**src/rtl/lut_interp_reader.sv**
```systemverilog
// lut_interp_reader: two-stage pipelined LUT linear interpolator with valid/ready handshakes
module lut_interp_reader #(
  parameter int DATA_W = 8,
  parameter int ADDR_W = 4
) (
  input  logic                     clk,
  input  logic                     rst,
  input  logic                     in_valid,
  output logic                     in_ready,
  input  logic [DATA_W-1:0]        in_data,
  output logic [ADDR_W-1:0]        lut_address,
  input  logic signed [DATA_W-1:0] lut_base,
  input  logic signed [DATA_W-1:0] lut_next,
  output logic                     out_valid,
  input  logic                     out_ready,
  output logic signed [DATA_W-1:0] out_data,
  output logic [15:0]              out_count
);
  localparam int FRAC_W = DATA_W - ADDR_W;
  localparam int PW = DATA_W + FRAC_W + 1;
  logic                     s1_valid;
  logic signed [DATA_W-1:0] s1_base, s1_next;
  logic [FRAC_W-1:0]        s1_frac;
  logic                     s2_load, adv, in_fire, out_fire;
  logic signed [DATA_W:0]   diff;
  logic signed [PW-1:0]     prod;
  logic signed [DATA_W-1:0] res;
  assign lut_address = in_data[DATA_W-1:FRAC_W];
  assign s2_load = !out_valid || out_ready;
  assign adv = s1_valid && s2_load;
  assign in_ready = !s1_valid || s2_load;
  assign in_fire = in_valid && in_ready;
  assign out_fire = out_valid && out_ready;
  assign diff = {s1_next[DATA_W-1], s1_next} - {s1_base[DATA_W-1], s1_base};
  assign prod = {{(PW-DATA_W-1){diff[DATA_W]}}, diff} * {{(PW-FRAC_W){1'b0}}, s1_frac};
  assign res = DATA_W'($signed({{(PW-DATA_W){s1_base[DATA_W-1]}}, s1_base}) + (prod >>> FRAC_W));
  // Stage 1: capture LUT pair and fraction on each accepted sample
  always_ff @(posedge clk or posedge rst) begin
    if (rst) begin
      s1_valid <= 1'b0;
      s1_base  <= '0;
      s1_next  <= '0;
      s1_frac  <= '0;
    end else begin
      s1_valid <= in_fire ? 1'b1 : (adv ? 1'b0 : s1_valid);
      if (in_fire) begin
        s1_base <= lut_base;
        s1_next <= lut_next;
        s1_frac <= in_data[FRAC_W-1:0];
      end
    end
  end
  // Stage 2: register the interpolated result whenever the output slot is free
  always_ff @(posedge clk or posedge rst) begin
    if (rst) begin
      out_valid <= 1'b0;
      out_data  <= '0;
    end else if (s2_load) begin
      out_valid <= s1_valid;
      if (adv) out_data <= res;
    end
  end
  // Completed output transfer counter, wraps naturally at 16 bits
  always_ff @(posedge clk or posedge rst) begin
    if (rst) out_count <= '0;
    else if (out_fire) out_count <= out_count + 16'd1;
  end
endmodule

```
**config.mk**
```make
export PLATFORM = sky130hd
export DESIGN_NAME = lut_interp_reader
export DESIGN_NICKNAME = d
export VERILOG_FILES = /design/src/rtl/lut_interp_reader.sv
export SDC_FILE = /design/constraint.sdc
export NUM_CORES = 1
export LEC_CHECK = 0
export CAP_MARGIN = 20
export CORE_ASPECT_RATIO = 1.5
export CORE_MARGIN = 1.5
export CORE_UTILIZATION = 50
export CTS_CLUSTER_SIZE = 14
export DETAILED_ROUTE_END_ITERATION = 10
export GPL_TIMING_DRIVEN = 0
export HOLD_SLACK_MARGIN = 0.15
export PLACE_DENSITY_LB_ADDON = 0.1
export SLEW_MARGIN = 20
export SYNTH_ARGS = -nofsm -noshare
export SYNTH_HDL_FRONTEND = slang
export SYNTH_SLANG_ARGS = --single-unit
```
**constraint.sdc**
```tcl
create_clock -name clk -period 6.1 [get_ports clk]
set_input_delay 1.525 -clock clk [delete_from_list [all_inputs] [get_ports clk]]
set_output_delay 1.525 -clock clk [all_outputs]
set_load 0.01 [all_outputs]
```
# --- Word-level counts from Yosys, hierarchy flattened ---
# Index checks and enable logic that the tools add are counted.
word_totals:
  regBits: 46
  wordCells: 22
classes:
  n_addsub: 3
  n_mul: 1
  mux: 2
  reduce_logical: 9
ops:
  columns: ["cell", "count"]
  rows:
  - ["$add A16 B1 Y16 const B", 1]
  - ["$mul A9 B5 Y12", 1]
  - ["$sub A8 B8 Y9", 1]
  - ["$add A8 B8 Y8", 1]
  - ["$logic_and A1 B1 Y1", 3]
  - ["$logic_not A1 Y1", 2]
  - ["$logic_or A1 B1 Y1", 2]
  - ["$mux W1", 2]
  - ["$reduce_and A2 Y1", 1]
  - ["$reduce_bool A2 Y1", 1]

# --- Logic depth before layout (Yosys ltp) ---
# Gate-level depths: netlist of the first run.
depth:
  ltp_word: 5
  mapped_depth: 27
  ltp_nobuf: 27

# --- Worst setup path after synthesis of the first run ---
# Ideal clock, no wire load.
synth_timing:
  path_type: "reg-to-reg"
  from: "reg s1_base[0]"
  to: "reg out_data[7]"
  setup_time_ns: 0.131
  arrival_ns: 5.385
  required_time_ns: 5.969
  slack_ns: 0.584
  path_stages_with_launch: 26
  path_cell_list: "dfrtp_1 > ha_1 > fa_1 > nor2b_1 > o31a_2 > a21oi_1 > and2_1 > ha_1 > fa_1 > inv_1 > fa_1 > inv_1 > ha_1 > o21a_1 > o21ai_2 > nor2_1 > nor2_1 > o21bai_1 > xor2_1 > ha_1 > o21a_1 > or2_2 > o311ai_0 > nand2_2 > nand4b_1 > or3b_1"
synth_between:
  elab_chain_cells: 3
synth_rtl:
  columns: ["element", "line_no", "rtl"]
  rows:
  - ["start: declaration", "22", "logic signed [DATA_W-1:0] s1_base, s1_next;"]
  - ["start signal: assignment", "47", "s1_base <= lut_base;"]
  - ["$sub A8 B8 Y9", "34", "assign diff = {s1_next[DATA_W-1], s1_next} - {s1_base[DATA_W-1], s1_base};"]
  - ["$mul A9 B5 Y12", "35", "assign prod = {{(PW-DATA_W-1){diff[DATA_W]}}, diff} * {{(PW-FRAC_W){1'b0}}, s1_frac};"]
  - ["$add A8 B8 Y8 (*)", "36", "assign res = DATA_W'($signed({{(PW-DATA_W){s1_base[DATA_W-1]}}, s1_base}) + (prod >>> FRAC_W));"]
  - ["end signal: assignment", "60", "if (adv) out_data <= res;"]
  - ["end: declaration", "16", "output logic signed [DATA_W-1:0] out_data,"]
# Mark *: on every way between the ends. The rest lies on a longest branch, timed or not.
# A chain may end at the register's enable or synchronous reset.

# --- Final worst setup path of the first run ---
layout_timing:
  from: "reg s1_base[1]"
  to: "reg out_data[7]"
# Same word-level chain as after synthesis.

==> results.json, run 1 <==
{
  "r2r_slack_ps": 310,
  "slew_headroom_pct": 53.7,
  "start_util_pct": 51.3,
  "synth_ff_type": "dfrtp_1",
  "grt.overflow.total": 0,
  "final_max_slew_viol_count": 0,
  "period_needed_ps": 5790,
  "skew_ps": 13.7,
  "core_um2": 7180,
  "hpwl_mm": 6.19,
  "critPathCaptureType": "flop",
  "min_period_over_period_pct": 94.9,
  "h-tree-depth": 2,
  "diodes": 0,
  "grt_max_degree": 34,
  "drc": 0,
  "critPathMaxFanout": 4,
  "worstSetupPathType": "flop to flop",
  "cts_root_buf": "clkbuf_8",
  "start_kind": "flop",
  "wl_mm": 7.76,
  "cp_slowest_cell": "fa_1",
  "numClockSinks": 46,
  "placedCellCount": 516,
  "firstDrtPassIters": 4,
  "vias_per_cell": 5.18,
  "grt_first_pass_wirelength_mm": 13.4,
  "syn-instance-count": 362,
  "postSynthAreaPerCell_um2": 10.2,
  "synth_cell_types": 53,
  "max_cap_violations": 0,
  "stdcell_area_um2": 4590,
  "grt_usage_pct": 22.0,
  "yosys_register_bits": 46,
  "rows": 38,
  "num_vias": 2765,
  "finalNonFillerCells": 534,
  "cts_buffers": 5,
  "hold_buffers": 0,
  "hold_violations": 0,
  "portBuffers": 53,
  "antenna_found_initial": 0,
  "ys_warn_count": 0,
  "syn-num-nets": 442,
  "syn2layout_area_growth_pct": 24.6,
  "clkTransAtPathRegs_ps": 90,
  "synthArstFlopShare_pct": 100,
  "placed_cell_area_um2": 4360,
  "dieArea_um2": 7900,
  "drtIter0Drc": 70,
  "fmax_ghz": 0.173,
  "status": "finished clean",
  "postRouteAntennaNets": 0,
  "die_w_um": 73.1,
  "syn-cell-area_um2": 3680,
  "cp.required_ps": 6290,
  "cts_tree": "done",
  "setup_viol": 0,
  "clockBufferDepth": 2,
  "slowest_delay_ps": 510,
  "die_height_um": 108,
  "nNetsFinal": 514,
  "path_cells": "inv_1, ha_1, nor2b_1, o21ai_1, a21boi_1, o21a_1, o41ai_4, mux2i_1, ha_1, fa_1, inv_1, fa_1, inv_1, ha_1, nand2_1, o21ai_1, xor2_1, ha_1, o21a_1, or2_2, o311ai_1, nand2_2, nand4b_1, or3b_1",
  "grt_pass1_vias": 2879,
  "crit_arrival_ps": 5980,
  "cpMostUsedCell": "ha_1",
  "num_io_pins": 58,
  "drive_gt1_share_pct": 17.7,
  "wire_per_inst_um": 14.5,
  "clock_latency_ps": 320,
  "gp_congestion": 0.807,
  "tightest_slew_ps": 695,
  "hold_class": "flop to flop",
  "yosysSeqAreaShare_pct": 31.3,
  "synth-edff-count": 0
}
cell families after synthesis:
| logic type | after synthesis | share of synthesized area [%] |
|---|---|---|
| DFF | 46 | 31.2 |
| muxes | 27 | 8.15 |
| xor gates and xnor gates | 34 | 8.49 |
| adders and majority gates | 52 | 21.1 |
| AOI/OAI and AO/OA | 46 | 9.24 |
| and+or+nand+nor | 103 | 15.8 |
| buffers and inverters | 54 | 5.98 |
final timing paths:
path / start / to / cells after the start
hold / removal: out_count[15]$_DFFE_PP0P_ / out_count[15]$_DFFE_PP0P_ / 1
max in group asynchronous: rst / out_data[5]$_DFFE_PP0P_ / 3
setup reg to reg: s1_base[1]$_DFFE_PP0P_ / out_data[7]$_DFFE_PP0P_ / 24
hold reg to reg: out_count[15]$_DFFE_PP0P_ / out_count[15]$_DFFE_PP0P_ / 1
min in group asynchronous: rst / s1_base[0]$_DFFE_PP0P_ / 2
setup / recovery: s1_base[1]$_DFFE_PP0P_ / out_data[7]$_DFFE_PP0P_ / 24
cells in the final DEF (no fill, tap or decap), types with 8 or more instances in the layout:
master	count
o21ai_0	8
inv_1	41
nor2_1	12
clkdlybuf4s50_1	53
mux2_2	23
fa_1	16
a21oi_1	9
xnor2_1	22
buf_4	15
xor2_1	9
nand3_1	9
nand2_1	24
and2_1	16
dfrtp_1	45
ha_1	35
synth_stat cells, types with 3 or more instances:
master	number	area (µm²)
dfrtp_1	46	1150
inv_1	42	158
ha_1	35	438
nand2_1	24	90.1
mux2_2	23	259
xnor2_1	23	201
fa_1	17	340
and2_1	16	100
nor2_1	15	56.3
a21oi_1	10	50.1
nand3_1	9	45.0
o21ai_0	9	45.0
xor2_1	9	78.8
clkbuf_1	6	22.5
nand2b_1	6	37.5
nor2b_1	6	37.5
o21a_1	6	45.0
buf_4	4	30.0
nor3_1	4	20.0
nor3b_1	4	30.0
mux2i_1	3	30.0
nand4_1	3	18.8
o21bai_1	3	22.5
area by class of cell:
type / count / area, µm²
Fill cell: 608 / 2590
Multi-Input combinational cell: 262 / 2350
Sequential cell: 46 / 1150
Timing Repair Buffer: 65 / 633
Inverter: 42 / 158
Tap cell: 100 / 125
Clock buffer: 6 / 82.6
Buffer: 12 / 62.6
Clock inverter: 1 / 30.0
sequential cells by signal (all words and copies together) (netlist names):
| signal | count |
|---|---|
| out_data | 8 |
| s1_base | 8 |
| out_valid | 1 |
| out_count | 16 |
| s1_next | 8 |
| s1_valid | 1 |
| s1_frac | 4 |
through the flow:
stage                     util (%)  hold slack (ps)  TNS [ps]  setup WS (ps)
after CTS                     62.4              485         0           44.1
after global placement        60.4              462         0           98.0
final                         63.9              481         0            314
after detailed placement      60.7              470         0           32.2
after floorplan                  -              457         0            584
after global routing          63.9              511     -33.3          -33.3
timing repair:
item | CTS | global route
endpoints found under the setup margin | 1 | 1
pin swaps | 0 | 9
resized for setup | 1 | 11
hold endpoints to repair | 0 | 0
buffers inserted | 0 | 11
layer usage:
metal / share of wire [%] / track usage, %
met5: 0 / 0
met4: 2.5 / 8.09
met3: 3.1 / 3.54
met2: 54 / 39.0
met1: 41 / 26.3
worst max-delay path: cells and delay by family (launching register included):
kind	cells	cell delay, ps
XOR/XNOR	1	210
flip-flops	1	400
adder cells (fa/ha/maj)	6	2170
multiplexers	1	240
AND/OR/NAND/NOR	6	1070
buffers and inverters	3	150
AO/OA/AOI/OAI	7	1390
Power of run 1 is left out: the tool's default activity adds up to more than one toggle a clock period on the data nets, which glitch-free logic cannot reach.
==> run 2, diff against run 1 <==
SLEW_MARGIN = 10   (was 20)
clock period = 5.1 ns   (was 6.1 ns; I/O delays follow)
==> run 2 against run 1 <==
Effect of this change: the flow now finishes with violations (negative setup slack); count of clock-buffer cells in the layout unchanged; via count up 1.3%; hold slack got worse by 4.0 ps.
==> results.json, run 2 (same netlist as run 1, synthesis figures left out) <==
{
  "hpwl_mm": 6.03,
  "clock_latency_ps": 320,
  "hold_buffers": 0,
  "max_cap_violations": 0,
  "firstDrtPassIters": 4,
  "hold_class": "flop to flop",
  "grt_first_pass_wirelength_mm": 13.3,
  "start_kind": "flop",
  "die_w_um": 73.1,
  "grt.overflow.total": 0,
  "grt_setup_unrepaired": "yes",
  "tns_ps": -580,
  "cp.required_ps": 5300,
  "gp_congestion": 0.777,
  "min_period_over_period_pct": 108,
  "status": "finished with violations",
  "h-tree-depth": 2,
  "placed_cell_area_um2": 4460,
  "num_vias": 2801,
  "rows": 38,
  "final_max_slew_viol_count": 0,
  "multiInputGateArea_um2": 2670,
  "slowest_delay_ps": 550,
  "regArea_um2": 1150,
  "wire_per_inst_um": 14.6,
  "drc": 0,
  "cts_tree": "done",
  "core_um2": 7180,
  "cts_root_buf": "clkbuf_8",
  "skew_ps": 10.3,
  "crit_arrival_ps": 5710,
  "mostFrequentLayoutCells": "clkdlybuf4s50_1 (53), dfrtp_1 (45), inv_1 (35), buf_4 (30)",
  "wl_mm": 8.04,
  "tightest_slew_ps": 696,
  "setup_viol": 3,
  "grt_pass1_vias": 2918,
  "fill_cells": 561,
  "postRouteAntennaNets": 0,
  "largest_reg_flops": 16,
  "cp_slowest_cell": "fa_1",
  "mostFrequentLayoutCell": "clkdlybuf4s50_1",
  "critPathCaptureType": "flop",
  "drive_gt1_share_pct": 29.0,
  "critPathMaxFanout": 4,
  "num_io_pins": 58,
  "layout_setup_ws_ps": -413,
  "r2r-start": "s1_base[1]$_DFFE_PP0P_",
  "clockBufferDepth": 2,
  "slew_headroom_pct": 53.6,
  "drtIter0Drc": 63,
  "worst_path_dominant_cell_family": "adder cells",
  "failed_checks": "negative setup slack",
  "die_height_um": 108,
  "worstSetupStartpoint": "s1_base[1]$_DFFE_PP0P_",
  "diodes": 0,
  "grt_max_degree": 36,
  "syn2layout_area_growth_pct": 36.2,
  "dieArea_um2": 7900,
  "grt_usage_pct": 21.9,
  "period_needed_ps": 5510,
  "cts_buffers": 5,
  "stdcell_area_um2": 5020,
  "nNetsFinal": 531,
  "worstSetupPathType": "flop to flop",
  "path_buf_inv": 5,
  "hold_violations": 0,
  "portBuffers": 53,
  "vias_per_cell": 5.08,
  "fmax_ghz": 0.181,
  "min_from": "out_count[15]$_DFFE_PP0P_",
  "start_util_pct": 51.3,
  "antenna_found_initial": 0,
  "numClockSinks": 46,
  "clkTransAtPathRegs_ps": 90,
  "regMostFlops": "out_count"
}
-- run 2: worst register-to-register path, delay by kind of cell (launching register included) --
family,cells,cell delay (ps)
AO/OA/AOI/OAI,7,910
adder cells (fa/ha/maj),6,2060
AND/OR/NAND/NOR,9,1400
XOR/XNOR,1,170
flip-flops,1,440
buffers and inverters,5,450
-- run 2: per-layer routing --
layer / vias up / GRT usage (%) / wire length (µm)
met5: - / 0 / 0
met1: 1365 / 24.9 / 3220
met3: 16 / 3.36 / 244
met4: 0 / 8.49 / 215
met2: 45 / 40.1 / 4360
li1: 1375 / - / -
-- run 2: final timing paths --
check / endpoint / slack [ps] / depth (start not counted)
max in group asynchronous: s1_base[1]$_DFFE_PP0P_ / 3420 / 3
min in group asynchronous: out_count[12]$_DFFE_PP0P_ / 1200 / 2
worst max register to register: out_data[7]$_DFFE_PP0P_ / -410 / 28
worst min register to register: out_count[15]$_DFFE_PP0P_ / 480 / 1
worst max-delay path: out_data[7]$_DFFE_PP0P_ / -410 / 28
worst min-delay path: out_count[15]$_DFFE_PP0P_ / 480 / 1
-- run 2: repair_timing --
item                                    CTS  global route
gates cloned                              0             0
resized for setup                        27            22
pin swaps                                32            26
setup buffers                            18            10
endpoints found under the setup margin    3             4
-- run 2: area by class of cell --
cell class,instances,share of cell area [%]
timing repair buffer,82,15.3
clock buffer,6,1.45
clock inverter,1,0.150
tap,100,2.49
buffer,12,1.25
inverter,42,3.14
multi-input combinational,262,53.2
sequential,46,23.0
-- run 2: per-stage QoR --
step	cells	utilization, %	worst slack [ps]	hold WS [ps]
floorplan	362	-	-153	457
global placement	515	61.9	-593	461
detailed placement	516	62.2	-669	473
CTS	541	67.0	-379	485
global route	551	69.9	-623	518
finish	551	69.9	-413	477
Power of run 2 is left out for the same reason.
==> run 3, diff against run 2 <==
SLEW_MARGIN = 20   (was 10)
==> run 3 against run 2 <==
Effect of this change: the flow still finishes with violations (negative setup slack); critical path type unchanged; sequential cell count unchanged; first-iteration DRC count decreased by 6.3%; non-clock buffer count decreased by 6; count of clock-buffer cells in the layout decreased by 1.
==> results.json, run 3 (same netlist as run 1, synthesis figures left out) <==
{
  "hold_class": "flop to flop",
  "path_buf_inv": 4,
  "dieArea_um2": 7900,
  "mostFrequentLayoutCells": "clkdlybuf4s50_1 (53), dfrtp_1 (45), inv_1 (35), ha_1 (24), buf_4 (24)",
  "die_w_um": 73.1,
  "rows": 38,
  "fill_cells": 560,
  "grt_max_degree": 35,
  "final_max_slew_viol_count": 0,
  "min_period_over_period_pct": 108,
  "num_io_pins": 58,
  "largest_reg_flops": 16,
  "postRouteAntennaNets": 0,
  "fmax_ghz": 0.182,
  "cp_slowest_cell": "fa_1",
  "placedCellCount": 516,
  "cts_buffers": 5,
  "diodes": 0,
  "skew_ps": 12.5,
  "num_vias": 2784,
  "drc": 0,
  "numClockSinks": 46,
  "failed_checks": "negative setup slack",
  "layout_setup_ws_ps": -394,
  "drive_gt1_share_pct": 29.6,
  "h-tree-depth": 2,
  "start_util_pct": 51.3,
  "grt.overflow.total": 0,
  "vias_per_cell": 5.10,
  "max_cap_violations": 0,
  "wire_per_inst_um": 14.5,
  "clkTransAtPathRegs_ps": 90,
  "crit_arrival_ps": 5690,
  "syn2layout_area_growth_pct": 35.7,
  "setup_viol": 2,
  "worstSetupPathType": "flop to flop",
  "r2r_slack_ps": -390,
  "wl_mm": 7.93,
  "critPathMaxFanout": 3,
  "mostFrequentLayoutCell": "clkdlybuf4s50_1",
  "slowest_delay_ps": 560,
  "start_kind": "flop",
  "antenna_found_initial": 0,
  "grt_usage_pct": 22.2,
  "hold_violations": 0,
  "hpwl_mm": 6.05,
  "slew_headroom_pct": 54.6,
  "cp.required_ps": 5300,
  "grt_pass1_vias": 2995,
  "cts_tree": "done",
  "gp_congestion": 0.777,
  "portBuffers": 53,
  "period_needed_ps": 5490,
  "cts_root_buf": "clkbuf_8",
  "status": "finished with violations",
  "clockBufferDepth": 2,
  "grt_setup_unrepaired": "yes",
  "nNetsFinal": 525,
  "regMostFlops": "out_count",
  "firstDrtPassIters": 4,
  "core_um2": 7180,
  "tightest_slew_ps": 680,
  "drtIter0Drc": 59,
  "hold_buffers": 0,
  "clock_latency_ps": 320,
  "die_height_um": 108,
  "worst_path_dominant_cell_family": "adder cells",
  "finalNonFillerCells": 546,
  "grt_first_pass_wirelength_mm": 13.5,
  "critPathCaptureType": "flop"
}
==> run 3: layer usage <==
layer | up-vias | wire length [µm] | share of wire [%] | global-route usage [%]
li1 | 1367 | - | - | -
met5 | - | 0 | 0 | 0
met1 | 1367 | 3080 | 39 | 24.9
met2 | 38 | 4450 | 56 | 41.0
met3 | 12 | 231 | 2.9 | 3.73
met4 | 0 | 173 | 2.2 | 8.36
==> run 3: area by class of cell <==
| cell class | instances | area, µm² | share of cell area [%] |
|---|---|---|---|
| Buffer | 12 | 62.6 | 1.25 |
| Inverter | 42 | 158 | 3.15 |
| Clock buffer | 5 | 68.8 | 1.38 |
| Timing Repair Buffer | 76 | 723 | 14.5 |
| Tap cell | 100 | 125 | 2.50 |
| Sequential cell | 46 | 1150 | 23.0 |
| Multi-Input combinational cell | 262 | 2670 | 53.3 |
| Clock inverter | 3 | 43.8 | 0.876 |
==> run 3: per-stage QoR <==
step | area [µm²] | setup TNS, ps | util (%) | hold WS [ps] | setup slack, ps
after floorplan | 3790 | -153 | - | 457 | -153
after global placement | 4440 | -902 | 61.9 | 461 | -593
after detailed placement | 4460 | -1100 | 62.2 | 465 | -665
after CTS | 4820 | -414 | 67.1 | 479 | -382
after global routing | 5000 | -1050 | 69.6 | 520 | -615
final | 5000 | -495 | 69.6 | 473 | -394
==> run 3: worst paths after layout <==
kind | cells past startpoint | from | end
min reg2reg | 1 | out_count[15]$_DFFE_PP0P_ | out_count[15]$_DFFE_PP0P_
max reg2reg | 27 | s1_next[0]$_DFFE_PP0P_ | out_data[7]$_DFFE_PP0P_
min | 1 | out_count[15]$_DFFE_PP0P_ | out_count[15]$_DFFE_PP0P_
min in group asynchronous | 2 | rst | out_count[14]$_DFFE_PP0P_
max | 27 | s1_next[0]$_DFFE_PP0P_ | out_data[7]$_DFFE_PP0P_
max in group asynchronous | 3 | rst | s1_base[1]$_DFFE_PP0P_
==> run 3: timing repair <==
item                       4_1_cts  5_1_grt
pin swaps                       26       19
gates cloned                     0        0
setup endpoints to repair        3        4
resized for setup               27       24
setup buffers                   17        5
Power of run 3 is left out for the same reason.
